**config.mk**
```make
export PLATFORM = sky130hd
export DESIGN_NAME = corr_lag_acc
export DESIGN_NICKNAME = d
export VERILOG_FILES = /design/src/rtl/corr_lag_acc.sv
export SDC_FILE = /design/constraint.sdc
export NUM_CORES = 2
export LEC_CHECK = 0
export CORE_MARGIN = 1
export CORE_UTILIZATION = 60
export DETAILED_ROUTE_END_ITERATION = 16
export PLACE_DENSITY_LB_ADDON = 0.3
export RECOVER_POWER = 100
export SLEW_MARGIN = 5
export SYNTH_ARGS = -nofsm -noshare
export SYNTH_HDL_FRONTEND = slang
export SYNTH_SLANG_ARGS = --single-unit
```
**constraint.sdc**
```tcl
create_clock -name clk -period 62.6 [get_ports clk]
set_input_delay 15.65 -clock clk [delete_from_list [all_inputs] [get_ports clk]]
set_output_delay 15.65 -clock clk [all_outputs]
set_load 0.05 [all_outputs]
```
**src/rtl/corr_lag_acc.sv**
```systemverilog
// Per-lag autocorrelation accumulator. Each sample burst multiplies the
// current sample by its history beats and adds each product into the accumulator for that lag.
module corr_lag_acc #(
    parameter int LAGS  = 32,
    parameter int LAG_W = 5,
    parameter int ACC_W = 32
) (
    input  logic             clk,
    input  logic             rst,
    input  logic             clr,
    input  logic             smp_valid,
    input  logic [7:0]       smp_data,
    input  logic             hist_valid,
    input  logic [7:0]       hist_data,
    input  logic             rd_en,
    input  logic [LAG_W-1:0] rd_addr,
    output logic [ACC_W-1:0] rd_data,
    output logic             rd_valid,
    output logic [31:0]      nsamp,
    output logic             overrun
);

    localparam int SUM_W = ACC_W + 1;

    typedef enum logic {
        IDLE,
        OPEN
    } burst_state_t;

    burst_state_t     state;
    burst_state_t     state_nxt;

    logic [LAG_W-1:0] lag_cnt;
    logic [7:0]       smp_lat;

    logic             beat_go;
    logic             stray_beat;
    logic             last_beat;
    logic [LAG_W-1:0] beat_lag;
    logic [7:0]       beat_smp;
    logic [15:0]      beat_prod;

    logic             s1_valid;
    logic [LAG_W-1:0] s1_lag;
    logic [15:0]      s1_prod;

    logic [ACC_W-1:0] acc [LAGS];
    logic [SUM_W-1:0] acc_sum;

    always_ff @(posedge clk or posedge rst) begin
        if (rst) begin
            state <= IDLE;
        end else begin
            state <= state_nxt;
        end
    end

    // A beat that both starts and ends a burst (LAGS == 1) must still close it.
    always_comb begin
        state_nxt = state;
        if (clr) begin
            state_nxt = IDLE;
        end else if (beat_go && last_beat) begin
            state_nxt = IDLE;
        end else if (smp_valid) begin
            state_nxt = OPEN;
        end
    end

    // A start strobe forwards the new sample and lag 0 to a coincident beat.
    always_comb begin
        beat_go    = 1'b0;
        stray_beat = 1'b0;
        beat_lag   = lag_cnt;
        beat_smp   = smp_lat;
        if (!clr) begin
            if (smp_valid) begin
                beat_lag = '0;
                beat_smp = smp_data;
            end
            if (hist_valid) begin
                if (smp_valid || state == OPEN) begin
                    beat_go = 1'b1;
                end else begin
                    stray_beat = 1'b1;
                end
            end
        end
    end

    assign last_beat = (beat_lag == LAG_W'(LAGS - 1));
    assign beat_prod = 16'(beat_smp) * 16'(hist_data);

    always_ff @(posedge clk or posedge rst) begin
        if (rst) begin
            lag_cnt <= '0;
            smp_lat <= '0;
        end else if (clr) begin
            lag_cnt <= '0;
        end else begin
            if (smp_valid) begin
                smp_lat <= smp_data;
            end
            if (beat_go) begin
                lag_cnt <= beat_lag + 1'b1;
            end else if (smp_valid) begin
                lag_cnt <= '0;
            end
        end
    end

    always_ff @(posedge clk or posedge rst) begin
        if (rst) begin
            nsamp   <= '0;
            overrun <= 1'b0;
        end else if (clr) begin
            nsamp   <= '0;
            overrun <= 1'b0;
        end else begin
            if (smp_valid && nsamp != '1) begin
                nsamp <= nsamp + 32'd1;
            end
            if (stray_beat) begin
                overrun <= 1'b1;
            end
        end
    end

    always_ff @(posedge clk or posedge rst) begin
        if (rst) begin
            s1_valid <= 1'b0;
            s1_lag   <= '0;
            s1_prod  <= '0;
        end else begin
            s1_valid <= beat_go;
            s1_lag   <= beat_lag;
            s1_prod  <= beat_prod;
        end
    end

    assign acc_sum = {1'b0, acc[s1_lag]} + SUM_W'(s1_prod);

    // clr overrides the stage-2 write, which discards the beat still in flight.
    always_ff @(posedge clk or posedge rst) begin
        if (rst) begin
            for (int unsigned i = 0; i < LAGS; i++) begin
                acc[LAG_W'(i)] <= '0;
            end
        end else if (clr) begin
            for (int unsigned i = 0; i < LAGS; i++) begin
                acc[LAG_W'(i)] <= '0;
            end
        end else if (s1_valid) begin
            acc[s1_lag] <= acc_sum[ACC_W] ? '1 : acc_sum[ACC_W-1:0];
        end
    end

    always_ff @(posedge clk or posedge rst) begin
        if (rst) begin
            rd_data  <= '0;
            rd_valid <= 1'b0;
        end else begin
            rd_valid <= rd_en;
            if (rd_en) begin
                rd_data <= acc[rd_addr];
            end
        end
    end

endmodule

```
* Word-level counts from Yosys, hierarchy flattened
Index checks and enable logic that the tools add are counted.
** Storage, ports and cells
- Flip-flop bits (word level) :: 1126
- Input bits :: 27
- Logic and storage cells :: 92
- Output and inout port bits :: 66
** Operators by class
- Bitwise operators :: 2
- $add $sub $neg :: 3
- $mul :: 1
- Reductions and logical operators :: 8
- Eq/ne operators :: 2
- Multiplexer cells :: 31
- $lt $le $gt $ge :: 3
** Operators by type and width (count)
- $mux W1024 :: 2
- $bwmux W1024 :: 1
- $bmux W32 S5 :: 2
- $mux W32 :: 8
- $demux W32 S5 :: 1
- $add A32 B16 Y33 :: 1
- $add A32 B1 Y32 const B :: 1
- $ne A32 B32 Y1 const B :: 1
- $mux W5 :: 4
- $mul A8 B8 Y16 :: 1
- $mux W8 :: 2
- $ge A6 B6 Y1 const B :: 2
- $not A5 Y6 :: 2
- $mux W1 :: 11
- $lt A6 B1 Y1 const B :: 1
- $reduce_bool A2 Y1 :: 3
- $add A5 B1 Y5 const B :: 1
- $eq A5 B5 Y1 const B :: 1
- $logic_and A1 B1 Y1 :: 3
- $reduce_bool A3 Y1 :: 1
- $logic_or A1 B1 Y1 :: 1

* Depth between registers and ports, before layout
- Word-level depth :: 9
- Depth in mapped cells :: 24
- Gate-level depth less buffers :: 20

* Worst setup path after synthesis
Ideal clock, no wire load.
- Kind :: input -> register
- Start point :: in smp_valid
- End point :: reg s1_prod[15]
- Path buffers :: 2
- Data arrival time :: 20.636 ns
- Data required time :: 62.475 ns
- Stages on the path :: 20
- Setup time :: 0.125 ns
- Slack :: 41.839 ns
- Cells stage by stage :: clkbuf_1 -> inv_1 -> nor2_1 -> clkbuf_1 -> mux2i_1 -> nor2b_1 -> fa_1 -> fa_1 -> inv_1 -> fa_1 -> fa_1 -> inv_1 -> ha_1 -> o21ai_0 -> a21boi_0 -> o21ai_0 -> a21oi_1 -> a41o_1 -> o41a_1 -> xnor2_1
** On the way
- Longest elaborated chain between the ends :: 3
** Ends and longest elaborated chain
- start, declared :: RTL line 11 : input logic smp_valid,
- $mux W8 :: RTL line 77 : if (smp_valid) begin
- $mux W8 :: RTL line 76 : if (!clr) begin
- $mul A8 B8 Y16 :: RTL line 92 : assign beat_prod = 16'(beat_smp) * 16'(hist_data);
- named net beat_prod[15] :: RTL line 41 : logic [15:0] beat_prod;
- end signal, assigned :: RTL line 137 : s1_prod <= beat_prod;
- end, declared :: RTL line 45 : logic [15:0] s1_prod;
The timed path passes the listed nets, and every way through them passes these cells.
A chain may end at the register's enable or synchronous reset.

==> flow_metrics.tcl <==
set metrics [dict create \
    clock-sinks 1126 \
    synth_edf_count 0 \
    grt_pass1_vias 53000 \
    cts.clk_slew.worst_paths_ns 0.07 \
    ir_drop_uv 23.8 \
    wl_mm 246 \
    vias_per_cell 7.85 \
    cts_resized 0 \
    synth_fp_nets 5761 \
    worstPathCellList "dlygate4sd3_1 > clkinvlp_2 > clkbuf_1 > clkbuf_1 > clkbuf_1 > clkbuf_1 > clkbuf_1 > clkbuf_1" \
    hold_buffers 0 \
    cp-end-kind "asynchronous set/reset pin" \
    layout_common_cells "dfrtp_1 (1124), nand2_1 (827), o21ai_0 (721)" \
    crit_required_ns 62.49 \
    dr.pass1.iters 7 \
    worstHoldPathType "flip-flop to flip-flop" \
    synthCells 5642 \
    sw_frac_of_total_pct 30.0 \
    synth_top_area_cell "dfrtp_1" \
    fin_crit_sh_pct 59.8 \
    numCtsBuffers 118 \
    critical_path_class "primary input to asynchronous set/reset pin" \
    p_switching_mw 0.536 \
    synth_cell_types 70 \
    slew_viol_final 2394 \
    crit_start "rst" \
    gr-total-overflow 0 \
    pwr-share-comb_pct 16.1 \
    p_leak_nw 27.4 \
    num_rows 117 \
    dieArea_um2 105000 \
    p_per_area_nw_per_um2 26.2 \
    arrival_ns 37.35 \
    grt_pass1_wl_mm 359 \
    intPower_mw 1.25 \
    placed_cell_area_um2 64600 \
    rsz0062_at_grt "false" \
    final_common_cell "dfrtp_1" \
    clockRootBuffer "clkbuf_16" \
    postLayoutCellArea_um2 68300 \
    vias 54600 \
    holdWs_ns 0.495 \
    synth_ff_type "dfrtp_1" \
    clk_latency_ns 0.75 \
    cts.path.max_buffers 3 \
    crit_slowest_cell "clkinvlp_2" \
    fmax_ghz 0.0267 \
    yosysSeqAreaShare_pct 45.2 \
    grtUsageTotal_pct 47.4 \
    worst_pin_slew_ns 7.99 \
    cpPeakStageDelay_ns 3.35 \
    holdCritStartpoint "acc[298]" \
    ios 93 \
    ant_nets 0 \
    hold_violations 0 \
    synth_warnings 0 \
    synthArstFlopShare_pct 100 \
    syn_area_um2 62300 \
    postCtsSetupRepairBufs 0 \
    seq_power_share_pct 42.0 \
    area_delta_synth_final_pct 9.55 \
    relSlewSlack_pct -433 \
    routabilityCongestion 1.00 \
    synth.area.top_cells "dfrtp_1 (45%), mux4_2 (16%), o21ai_0 (5.8%)" \
    whs_path_depth 2 \
    h-tree-depth 3 \
    min_period_ns 37.47 \
    crit_top_cell "clkbuf_1" \
    drc 0 \
    die_h_um 324 \
    status "finished with violations" \
    drive_above_1_share_pct 15.4 \
    setup_tns_ns 0 \
    setup_viol 0 \
    antenna_found_initial 21 \
    synth.top_cell.area_share_pct 45.2 \
    critPathLaunchType "primary input" \
    p_clk_share_pct 41.9 \
    wl_per_cell_um 35.4 \
    hpwl_mm 140 \
    initial_core_util_pct 60.9 \
    violations "max-capacitance violations, max-slew violations" \
    ys_seq_elements 1126 \
    skew_ns 0.0389 \
    cts_tree "built" \
    grt_max_degree 154 \
    reg2regPathDepth 13 \
    core_um2 102000 \
    port-buffer-count 92 \
    drt_iter0_drc 8519 \
    syn_area_per_cell_um2 11.0 \
    reg2reg_from "s1_lag[1]" \
    die_w_um 324 \
    cap_violations 73 \
    critPathMaxFanout 129 \
    layout.nets 5574 \
]
metrics by stage:
stage               instances  power [mW]  utilization, %  setup slack (ns)
floorplan                5642       0.947               -             15.24
global placement         6703        1.04            63.1             40.20
detailed placement       6703        1.04            63.1             40.14
CTS                      6924        1.77            67.1             40.92
global route             6927        1.83            66.6             21.50
finish                   6950        1.79            66.7             25.13
cell families (layout without fill, tap and decap cells):
family / count (synthesis) / count (layout) / share of synthesized area [%]
buffers and inverters: 676 / 590 / 4.41
other: 0 / 26 / 0
DFF: 1126 / 1126 / 45.2
and+or+nand+nor: 1327 / 1327 / 9.42
AOI/OAI and AO/OA: 1626 / 1626 / 17.0
adders and majority gates: 92 / 92 / 2.29
muxes: 745 / 745 / 21.0
xor gates and xnor gates: 50 / 50 / 0.703
per-layer routing:
layer | part of all wire [%] | up-vias | global-route usage, % | wire length, um
met4 | 8.0 | 14 | 30.3 | 19600
met1 | 33 | 26800 | 59.8 | 80600
li1 | - | 20900 | - | -
met3 | 19 | 1464 | 26.5 | 47500
met2 | 40 | 5394 | 62.5 | 98200
met5 | 0.043 | - | 0.185 | 105
layout make-up:
cell class,count,area [um2]
antenna,26,65.1
clock buffer,178,3520
clock inverter,43,568
fill,7522,34100
inverter,71,268
multi-input combinational,3840,31700
sequential,1126,28200
tap,1368,1710
timing repair buffer,298,2220
power groups by stage:
| stage | Clock (mW) | Sequential, mW | Combinational [mW] |
|---|---|---|---|
| 3_3_place_gp | 0 | 0.762 | 0.274 |
| 6_report | 0.750 | 0.752 | 0.287 |
| 3_5_place_dp | 0 | 0.762 | 0.277 |
| 5_1_grt | 0.775 | 0.751 | 0.306 |
| 4_1_cts | 0.745 | 0.749 | 0.279 |
| 2_1_floorplan | 0 | 0.761 | 0.186 |
worst max-delay path, delay by kind of cell:
family	cells	cell delay (ns)
buf+inv	8	21.50
Yosys cell counts (35+ instances only):
cell type and number:
a21oi_1 99, o31ai_1 120, o211ai_1 35, nand2_1 828
mux2i_1 293, nand4_1 62, a22oi_1 66, a22o_1 193
o21ai_0 721, ha_1 55, clkbuf_1 452, nor2b_1 46
mux4_2 448, buf_2 84, buf_1 48, inv_1 71
a32oi_1 160, fa_1 37, nor2_1 160, dfrtp_1 1126
nand3_1 82, o22ai_1 128
final timing paths:
| check | to | slack, ns |
|---|---|---|
| setup / recovery | acc[958] | 25.13 |
| setup reg to reg | acc[253] | 54.67 |
| max in group clk | rd_data[27] | 36.74 |
| hold / removal | acc[298] | 0.49 |
| min in group asynchronous | nsamp[15] | 17.23 |
| hold reg to reg | acc[298] | 0.49 |
flip-flops by register name (all words and copies together) (netlist names):
| signal | flops |
|---|---|
| rd_valid | 1 |
| s1_prod | 16 |
| lag_cnt | 5 |
| state | 1 |
| s1_valid | 1 |
| acc | 1024 |
| nsamp | 32 |
| smp_lat | 8 |
| s1_lag | 5 |
| overrun | 1 |
| rd_data | 32 |
No activity file was read; power rests on OpenSTA's default activity.
